[src/rtl/user_input_conditioner_pkg.sv]
// Shared button definitions, default timing and hold-FSM state type
// used by the button front end.
package user_input_conditioner_pkg;

    localparam int BTN_LEFT    = 0;
    localparam int BTN_RIGHT   = 1;
    localparam int BTN_RESTART = 2;
    localparam int BTN_DROP    = 3;
    localparam int BTN_COUNT   = 4;

    localparam int unsigned DEF_DEBOUNCE_CYCLES = 100000;
    localparam int unsigned DEF_LONG_CYCLES     = 50000000;
    localparam int unsigned DEF_REPEAT_CYCLES   = 10000000;

    typedef enum logic [1:0] {
        HOLD_IDLE,
        HOLD_HELD,
        HOLD_REPEAT
    } hold_state_t;

    // Isolates the lowest set bit, so a chord reports only its lowest button.
    function automatic logic [BTN_COUNT-1:0] lowest_onehot(input logic [BTN_COUNT-1:0] v);
        return v & (~v + BTN_COUNT'(1));
    endfunction

endpackage

[src/rtl/user_input_conditioner_btn_channel.sv]
// One button channel: 2-FF synchroniser, debouncer and hold FSM producing
// registered press / long-press / auto-repeat pulses.
module m_btn_channel
    import user_input_conditioner_pkg::*;
#(
    parameter int unsigned DEBOUNCE_CYCLES = DEF_DEBOUNCE_CYCLES,
    parameter int unsigned LONG_CYCLES     = DEF_LONG_CYCLES,
    parameter int unsigned REPEAT_CYCLES   = DEF_REPEAT_CYCLES,
    parameter bit          REPEAT_EN       = 1'b1
) (
    input  logic w_clk,
    input  logic w_rst,
    input  logic btn,
    output logic stable,
    output logic press,
    output logic long_pulse
);

    localparam int unsigned DW   = $clog2(DEBOUNCE_CYCLES);
    localparam int unsigned HMAX = (LONG_CYCLES > REPEAT_CYCLES) ? LONG_CYCLES : REPEAT_CYCLES;
    localparam int unsigned HW   = $clog2(HMAX);

    localparam logic [DW-1:0] D_LAST = DW'(DEBOUNCE_CYCLES - 1);
    localparam logic [HW-1:0] L_LAST = HW'(LONG_CYCLES - 1);
    localparam logic [HW-1:0] R_LAST = HW'(REPEAT_CYCLES - 1);

    logic          sync_q1;
    logic          sync_q2;
    logic [DW-1:0] dcnt;

    hold_state_t   state;
    hold_state_t   state_nxt;
    logic [HW-1:0] hcnt;
    logic [HW-1:0] hcnt_nxt;
    logic          long_done;
    logic          long_done_nxt;
    logic          press_nxt;
    logic          long_nxt;

    always_ff @(posedge w_clk or negedge w_rst) begin
        if (!w_rst) begin
            sync_q1 <= 1'b0;
            sync_q2 <= 1'b0;
            stable  <= 1'b0;
            dcnt    <= '0;
        end else begin
            sync_q1 <= btn;
            sync_q2 <= sync_q1;
            if (sync_q2 == stable) begin
                dcnt <= '0;
            end else if (dcnt == D_LAST) begin
                stable <= sync_q2;
                dcnt   <= '0;
            end else begin
                dcnt <= dcnt + DW'(1);
            end
        end
    end

    always_ff @(posedge w_clk or negedge w_rst) begin
        if (!w_rst) begin
            state      <= HOLD_IDLE;
            hcnt       <= '0;
            long_done  <= 1'b0;
            press      <= 1'b0;
            long_pulse <= 1'b0;
        end else begin
            state      <= state_nxt;
            hcnt       <= hcnt_nxt;
            long_done  <= long_done_nxt;
            press      <= press_nxt;
            long_pulse <= long_nxt;
        end
    end

    // Without auto-repeat, long_done parks HELD at the terminal count so the
    // equality compare cannot fire a second long pulse.
    always_comb begin
        state_nxt     = state;
        hcnt_nxt      = hcnt;
        long_done_nxt = long_done;
        press_nxt     = 1'b0;
        long_nxt      = 1'b0;
        unique case (state)
            HOLD_IDLE: begin
                if (stable) begin
                    state_nxt     = HOLD_HELD;
                    hcnt_nxt      = '0;
                    long_done_nxt = 1'b0;
                    press_nxt     = 1'b1;
                end
            end
            HOLD_HELD: begin
                if (!stable) begin
                    state_nxt     = HOLD_IDLE;
                    hcnt_nxt      = '0;
                    long_done_nxt = 1'b0;
                end else if (!long_done) begin
                    if (hcnt == L_LAST) begin
                        long_nxt = 1'b1;
                        if (REPEAT_EN) begin
                            state_nxt = HOLD_REPEAT;
                            hcnt_nxt  = '0;
                        end else begin
                            long_done_nxt = 1'b1;
                        end
                    end else begin
                        hcnt_nxt = hcnt + HW'(1);
                    end
                end
            end
            HOLD_REPEAT: begin
                if (!stable) begin
                    state_nxt     = HOLD_IDLE;
                    hcnt_nxt      = '0;
                    long_done_nxt = 1'b0;
                end else if (hcnt == R_LAST) begin
                    press_nxt = 1'b1;
                    hcnt_nxt  = '0;
                end else begin
                    hcnt_nxt = hcnt + HW'(1);
                end
            end
            default: begin
                state_nxt     = HOLD_IDLE;
                hcnt_nxt      = '0;
                long_done_nxt = 1'b0;
            end
        endcase
    end

endmodule

[src/rtl/user_input_conditioner.sv]
// Button path front end: one conditioning channel per board button, plus the
// lowest-index priority code for the game core and a busy flag.
module user_input_conditioner
    import user_input_conditioner_pkg::*;
#(
    parameter int unsigned DEBOUNCE_CYCLES = DEF_DEBOUNCE_CYCLES,
    parameter int unsigned LONG_CYCLES     = DEF_LONG_CYCLES,
    parameter int unsigned REPEAT_CYCLES   = DEF_REPEAT_CYCLES,
    parameter bit          REPEAT_EN       = 1'b1
) (
    input  logic                 w_clk,
    input  logic                 w_rst,
    input  logic [BTN_COUNT-1:0] i_btn,
    output logic [BTN_COUNT-1:0] o_user_input,
    output logic [BTN_COUNT-1:0] o_press,
    output logic [BTN_COUNT-1:0] o_long,
    output logic                 o_busy
);

    logic [BTN_COUNT-1:0] stable;

    for (genvar g = 0; g < BTN_COUNT; g++) begin : g_chan
        m_btn_channel #(
            .DEBOUNCE_CYCLES (DEBOUNCE_CYCLES),
            .LONG_CYCLES     (LONG_CYCLES),
            .REPEAT_CYCLES   (REPEAT_CYCLES),
            .REPEAT_EN       (REPEAT_EN)
        ) u_chan (
            .w_clk      (w_clk),
            .w_rst      (w_rst),
            .btn        (i_btn[g]),
            .stable     (stable[g]),
            .press      (o_press[g]),
            .long_pulse (o_long[g])
        );
    end

    always_ff @(posedge w_clk or negedge w_rst) begin
        if (!w_rst) begin
            o_user_input <= '0;
            o_busy       <= 1'b0;
        end else begin
            o_user_input <= lowest_onehot(stable);
            o_busy       <= |stable;
        end
    end

endmodule

[config.mk]
export PLATFORM = sky130hd
export DESIGN_NAME = user_input_conditioner
export DESIGN_NICKNAME = d
export VERILOG_FILES = /design/src/rtl/user_input_conditioner_pkg.sv /design/src/rtl/user_input_conditioner_btn_channel.sv /design/src/rtl/user_input_conditioner.sv
export SDC_FILE = /design/constraint.sdc
export NUM_CORES = 1
export LEC_CHECK = 0
export ABC_CLOCK_PERIOD_IN_PS = 3100
export CELL_PAD_IN_SITES_DETAIL_PLACEMENT = 0
export CELL_PAD_IN_SITES_GLOBAL_PLACEMENT = 1
export CORE_MARGIN = 2
export CORE_UTILIZATION = 40
export DETAILED_ROUTE_END_ITERATION = 10
export PLACE_DENSITY = 0.63
export RECOVER_POWER = 25
export SETUP_SLACK_MARGIN = 0.05
export SYNTH_ARGS = -nofsm -noshare
export SYNTH_HDL_FRONTEND = slang
export SYNTH_HIERARCHICAL = 1
export SYNTH_SLANG_ARGS = --single-unit
[constraint.sdc]
create_clock -name w_clk -period 3.1 [get_ports w_clk]
set_input_delay 0.62 -clock w_clk [delete_from_list [all_inputs] [get_ports w_clk]]
set_output_delay 0.62 -clock w_clk [all_outputs]
set_load 0.1 [all_outputs]
==> run metrics, run 1 <==
status finished, violations left; violated checks capacitance limit, slew limit; Max-Cap Viols 1; clock skew 0.0112 ns; post-CTS sizing 0; switching power total 1.28 mW; area used by multi-input combinational logic 5560 µm²; Mapped Area 11100 µm²; Gate Count Post-Synth 1132; class of the worst hold path flop to flop; top post-synthesis cells by area dfrtp_1 47%, xnor2_1 5.8%, nor2_1 4.4%, xor2_1 4.3%, nand2_1 4.2%; drt via density 5.23; DR WL/cell around 15 µm; total of warnings raised by yosys 6; drt total wl 23300 µm; Arrival @ worst endpoint 3.10 ns; initial antenna violation count 1; Antenna Violating Nets Remaining 0; post-synth cell types 68; vias in the first global route 8096; hold buffers post-CTS 0; core area about 28000 µm²; via count 8108; period utilization 0.871; I/O Pins 19; first-pass GRT wire length 40800 µm; n_diodes 0; maximum operating frequency about 0.37 GHz; CTS Buf Count 26; PwrDens 485 nW/µm²; clock share of power 0.529; Slew Limit Headroom -0.432; Synth top area share 0.469; post-synthesis register bit count around 210; ys async rst share 1.00; Layout area overhead 12.6%; Root Driver clkbuf_16; DR iter-0 viols 402; Internal 4.82 mW; Pre-antenna DRT Iters 5; CP required ~3.5 ns; layout cells sized above 1 0.117; nets 1177; clk slew on worst S/H paths 0.05 ns; Slew Limit Fails 80; setup bufs post-CTS 0; leakage 5.09 nW; unrepaired setup endpoints after global routing no; Clk Latency, worst-skew pair 0.53 ns; share of total power in combinational logic 0.018; HPWL Detailed 15400 µm; GRT Overall Usage 0.167; Post-synth top flop dfrtp_1; DR DRC count 0; cell taking the most area after synthesis dfrtp_1; DIE WIDTH 171 µm; fillcell total approximately 2700; starting density of the core 0.403; CTS tree built; multiplexer share of the synthesized area 0.00808; Worst Setup Path Type flop to flop; CP max FO 11; syn avg cell area 9.85 µm²; Max Root-Sink Buffers 3; Least-Margin Pin Slew 2.15 ns; final setup fails 0; clock sink count 209; R2R Setup Slk 0.40 ns; post-layout worst setup margin 0.400 ns; DIE AREA a little under 30000 µm²; largest family of logic cells by synthesized area simple AND/OR/NAND/NOR gates; Max IR drop VDD 406 µV; pre-CTS setup slack 0.389 ns; Port Buf Inserts 18; syn nets ~1200; row cnt 61; area share of fa/ha/maj cells after synthesis 0.0224; Worst setup EP type flop; Final GP Congestion 0.776; EDFF count, synth 0; gr ovfl total 0; Setup TNS 0 ns; xor/xnor share of the synthesized area 0.101; register area share after synthesis 0.469; Simple-Gate Fraction of Synth Area 0.267; min Tclk post-route about 2.7 ns; Reg area 5230 µm²; Compound-Gate Fraction of Synth Area 0.0998; CP startpoint kind flop; Seq pwr share 0.454; net switching fraction of the power 0.209; Die Y-Extent 171 µm; Final Hold Viols 0; H-Tree Depth 1; largest net degree at the start of global routing 82
## worst paths after layout
path,start,end,depth (start not counted)
worst min register to register,g_chan[3].u_chan/sync_q1$_DFF_PN0_,g_chan[3].u_chan/sync_q2$_DFF_PN0_,0
worst max register to register,g_chan[3].u_chan/hcnt[8]$_DFFE_PN0P_,g_chan[3].u_chan/hcnt[0]$_DFFE_PN0P_,6
worst max-delay path,g_chan[3].u_chan/hcnt[8]$_DFFE_PN0P_,g_chan[3].u_chan/hcnt[0]$_DFFE_PN0P_,6
min in group asynchronous,w_rst,g_chan[1].u_chan/hcnt[3]$_DFFE_PN0P_,1
worst min-delay path,g_chan[3].u_chan/sync_q1$_DFF_PN0_,g_chan[3].u_chan/sync_q2$_DFF_PN0_,0
max in group asynchronous,w_rst,g_chan[0].u_chan/dcnt[3]$_DFF_PN0_,2
## flip-flops by register name, summed over array words and instances (netlist names)
name and flops:
g_chan.u_chan/dcnt 68, g_chan.u_chan/hcnt 104, g_chan.u_chan/long_done 4, g_chan.u_chan/long_pulse 4
g_chan.u_chan/press 4, g_chan.u_chan/stable 4, g_chan.u_chan/state 8, g_chan.u_chan/sync_q1 4
g_chan.u_chan/sync_q2 4, o_busy 1, o_user_input 4
## Yosys cell counts, drive strengths merged (3+ instances only)
library cell    n
and4           24
mux2            8
xor2           55
or2            10
nand4          28
a31oi           5
a22o           10
a21o            6
o2bb2a          3
and4b           6
ha             20
and3           21
nand2         124
xnor2          74
o221ai          9
nand4bb         3
o21a            4
and2           10
a21oi          59
nor4bb          3
clkbuf         12
inv            28
nor4b           4
o211ai         18
nor3           52
dfrtp         209
nor2          134
nand3          67
nor3b           8
a21boi          4
or4b            3
o311ai          3
or3             3
nor2b           8
buf            27
nor4           31
nand2b         11
o21ai          18
o2111ai         3
## worst max-delay path: stages (launching register included)
cell and delay [ns]:
dfrtp_1 0.44, or4b_1 0.56, or4b_1 0.51, o41a_1 0.37
o21ai_2 0.25, nor2_2 0.17, mux2_2 0.29
## per-layer routing
metal / GRT usage / wire [µm] / up-vias
met1: 0.235 / 11500 / 3952
li1: - / - / 4040
met5: 0 / 0 / -
met3: 0.0250 / 702 / 26
met4: 0.0372 / 430 / 0
met2: 0.275 / 10700 / 90
## layout by cell type (no fill, tap or decap), types with 22 or more instances in the layout
master and n:
nand3_1 61, nor3_1 52, inv_1 28, clkbuf_16 27, nand4_1 25, nor2_1 132, buf_4 22, xnor2_1 74
nand2_1 124, nor4_1 30, a21oi_1 47, xor2_1 55, dfrtp_1 209
## layout make-up
| type | count | area share |
|---|---|---|
| clock buffers | 38 | 0.0643 |
| well taps | 378 | 0.0377 |
| inverters | 28 | 0.00837 |
| multi-input cells | 856 | 0.443 |
| repair buffers | 30 | 0.0202 |
| flip-flops and latches | 209 | 0.416 |
| clock inverters | 10 | 0.0102 |
## metrics by stage
step,hold WS (ns),cells,power [mW],utilization,cell area [µm²]
4_1_cts,0.105,1549,6.20,0.455,12600
6_report,0.349,1549,6.09,0.455,12600
5_1_grt,0.353,1549,6.34,0.455,12600
3_5_place_dp,0.340,1501,2.93,0.421,11600
3_3_place_gp,0.335,1501,2.93,0.421,11600
2_1_floorplan,0.324,1132,2.85,-,11100
## power groups by stage
stage,clock [mW],combinational [mW],sequential [mW]
4_1_cts,3.32,0.117,2.76
5_1_grt,3.44,0.130,2.76
2_1_floorplan,0,0.0372,2.81
6_report,3.22,0.107,2.76
3_3_place_gp,0,0.117,2.81
3_5_place_dp,0,0.117,2.81
## kinds of logic (layout without fill, tap and decap cells)
kind of cell / Yosys count / in the layout
XOR/XNOR: 129 / 129
flip-flops: 209 / 209
adder cells (fa/ha/maj): 20 / 20
multiplexers: 8 / 8
AO/OA/AOI/OAI: 146 / 146
buffers and inverters: 67 / 106
AND/OR/NAND/NOR: 553 / 553
Power figures use the tool's default switching activity.
==> inputs of run 2 (changes only) <==
Settings changed: CORE_MARGIN 2 to 1.
==> run metrics, run 2 (synthesis results as in run 1) <==
status finished, violations left; violated checks capacitance limit, slew limit; core area 27200 µm² (-1.6%); largest registers g_chan.u_chan/hcnt x104, g_chan.u_chan/dcnt x68, g_chan.u_chan/state x8; CP max FO 11 (unchanged); maximum operating frequency 0.374 GHz (+0.85%); CTS Buf Count 25 (-3.8%); Clk Latency, worst-skew pair 0.51 ns (-0.02 ns); Arrival @ worst endpoint 3.07 ns (-0.03 ns); Slew Limit Headroom -0.252 (+0.180); commonest non-fill, non-tap cell in the layout dfrtp_1; leakage 5.05 nW (-0.84%); post-CTS sizing 0 (unchanged); clock skew 0.00883 ns (-0.00242 ns); layout cells sized above 1 0.114 (-0.00312); PwrDens 472 nW/µm² (-2.6%); row cnt 60 (-1.6%); drt via density 5.27 (+0.76%); Pwr Total 5.88 mW (-3.5%); Root Driver clkbuf_16; Max Root-Sink Buffers 3 (unchanged); I/O Pins 19 (unchanged); clk slew on worst S/H paths 0.06 ns (about the same); DR iter-0 viols 449 (+12%); largest net degree at the start of global routing 73 (-11%); hold buffers post-CTS 0 (unchanged); Least-Margin Pin Slew 1.88 ns (-0.270 ns); Setup TNS 0 ns (unchanged); via count 8122 (+0.17%); nets 1176 (-0.085%); most frequent cells in the layout 209 x dfrtp_1, 132 x nor2_1, 124 x nand2_1; Final Hold Viols 0 (unchanged); crit path max-delay cell type or4b_1; cell mode on critical path or4b_1; GRT Overall Usage 0.171 (+0.00323); n_diodes 0 (unchanged); max reg flops 104 (unchanged); CP required 3.50 ns (about the same); first-pass GRT wire length 40700 µm (-0.25%); unrepaired setup endpoints after global routing no; starting density of the core 0.410 (+0.00672); drt total wl 23400 µm (+0.53%); CTS tree built; initial antenna violation count 0 (-1); Max IR drop VDD 342 µV (-16%); Biggest register g_chan.u_chan/hcnt; H-Tree Depth 1 (unchanged); setup bufs post-CTS 0 (unchanged); Layout area overhead 11.6%; period utilization 0.864 (-0.00733); clock sink count 209 (unchanged); DIE AREA 28500 µm² (-2.3%); Pre-antenna DRT Iters 5 (unchanged); DIE WIDTH 169 µm (-1.2%); Worst setup EP type flop; CP Cell Sequence or4b_1 -> or4b_1 -> o41a_1 -> o21ai_2 -> nor2_2 -> mux2_2; area used by multi-input combinational logic 5560 µm² (unchanged); Slew Limit Fails 72 (-10%); Reg area 5230 µm² (unchanged); fillcell total 2635 (-3.3%); Antenna Violating Nets Remaining 0 (unchanged); DR DRC count 0 (unchanged); vias in the first global route 8026 (-0.86%); slowest stage delay, CP 0.54 ns (-0.02 ns); gr ovfl total 0 (unchanged); HPWL Detailed 15400 µm (-0.41%); class of the worst hold path flop to flop; Port Buf Inserts 18 (unchanged); Max-Cap Viols 1 (unchanged); final setup fails 0 (unchanged); Final GP Congestion 0.797 (+2.7%); Die Y-Extent 169 µm (-1.2%); DR WL/cell 15.2 µm (+1.1%); min Tclk post-route 2.68 ns (-0.0227 ns); CP startpoint kind flop; Worst Setup Path Type flop to flop
run 2: cell count changes in the layout (fill, tap and decap cells not counted):
cell,change
buf_12,-1
buf_4,-1
bufinv_16,+1
clkbuf_1,+1
clkbuf_16,-2
clkbuf_2,+2
clkbuf_8,-6
clkinv_2,+4
clkinvlp_4,-1
run 2: final cells by class:
class / instances / share of cell area
well taps: 372 / 0.0374
multi-input cells: 856 / 0.447
clock buffers: 31 / 0.0545
inverters: 28 / 0.00844
flip-flops and latches: 209 / 0.420
clock inverters: 14 / 0.0137
repair buffers: 30 / 0.0190
run 2: critical path, delay by kind of cell, from the launching register on:
kind            cells  cell delay, ns
compound gates      2            0.63
mux                 1            0.29
simple gates        3            1.20
flops               1            0.43
run 2: stage by stage:
step	instance area [µm²]	utilization	std cells	hold WS [ns]	setup slack, ns
after floorplan	11100	-	1132	0.324	0.622
after global placement	11600	0.428	1495	0.344	0.432
after detailed placement	11600	0.428	1495	0.338	0.417
after CTS	12500	0.460	1540	0.0734	0.401
after global routing	12400	0.458	1540	0.365	0.245
final	12400	0.458	1540	0.349	0.423
run 2: power by group:
part | total, mW | switching (mW) | internal (mW)
sequential | 2.76 | 0.0173 | 2.75
combinational | 0.104 | 0.0814 | 0.0228
clock | 3.01 | 1.14 | 1.87
run 2: worst paths after layout:
kind,endpoint,slack [ns],startpoint,cells past startpoint
worst max register to register,g_chan[3].u_chan/hcnt[0]$_DFFE_PN0P_,0.42,g_chan[3].u_chan/hcnt[8]$_DFFE_PN0P_,6
worst min register to register,g_chan[1].u_chan/sync_q2$_DFF_PN0_,0.35,g_chan[1].u_chan/sync_q1$_DFF_PN0_,0
max in group asynchronous,g_chan[2].u_chan/hcnt[19]$_DFFE_PN0P_,0.82,w_rst,2
worst min-delay path,g_chan[1].u_chan/sync_q2$_DFF_PN0_,0.35,g_chan[1].u_chan/sync_q1$_DFF_PN0_,0
worst max-delay path,g_chan[3].u_chan/hcnt[0]$_DFFE_PN0P_,0.42,g_chan[3].u_chan/hcnt[8]$_DFFE_PN0P_,6
min in group asynchronous,g_chan[1].u_chan/hcnt[3]$_DFFE_PN0P_,0.58,w_rst,1
run 2: metal layers:
metal  global-route usage  share of wire
met1                0.243           0.50
met4               0.0395          0.018
met5                    0              0
met2                0.275           0.45
met3               0.0229          0.030
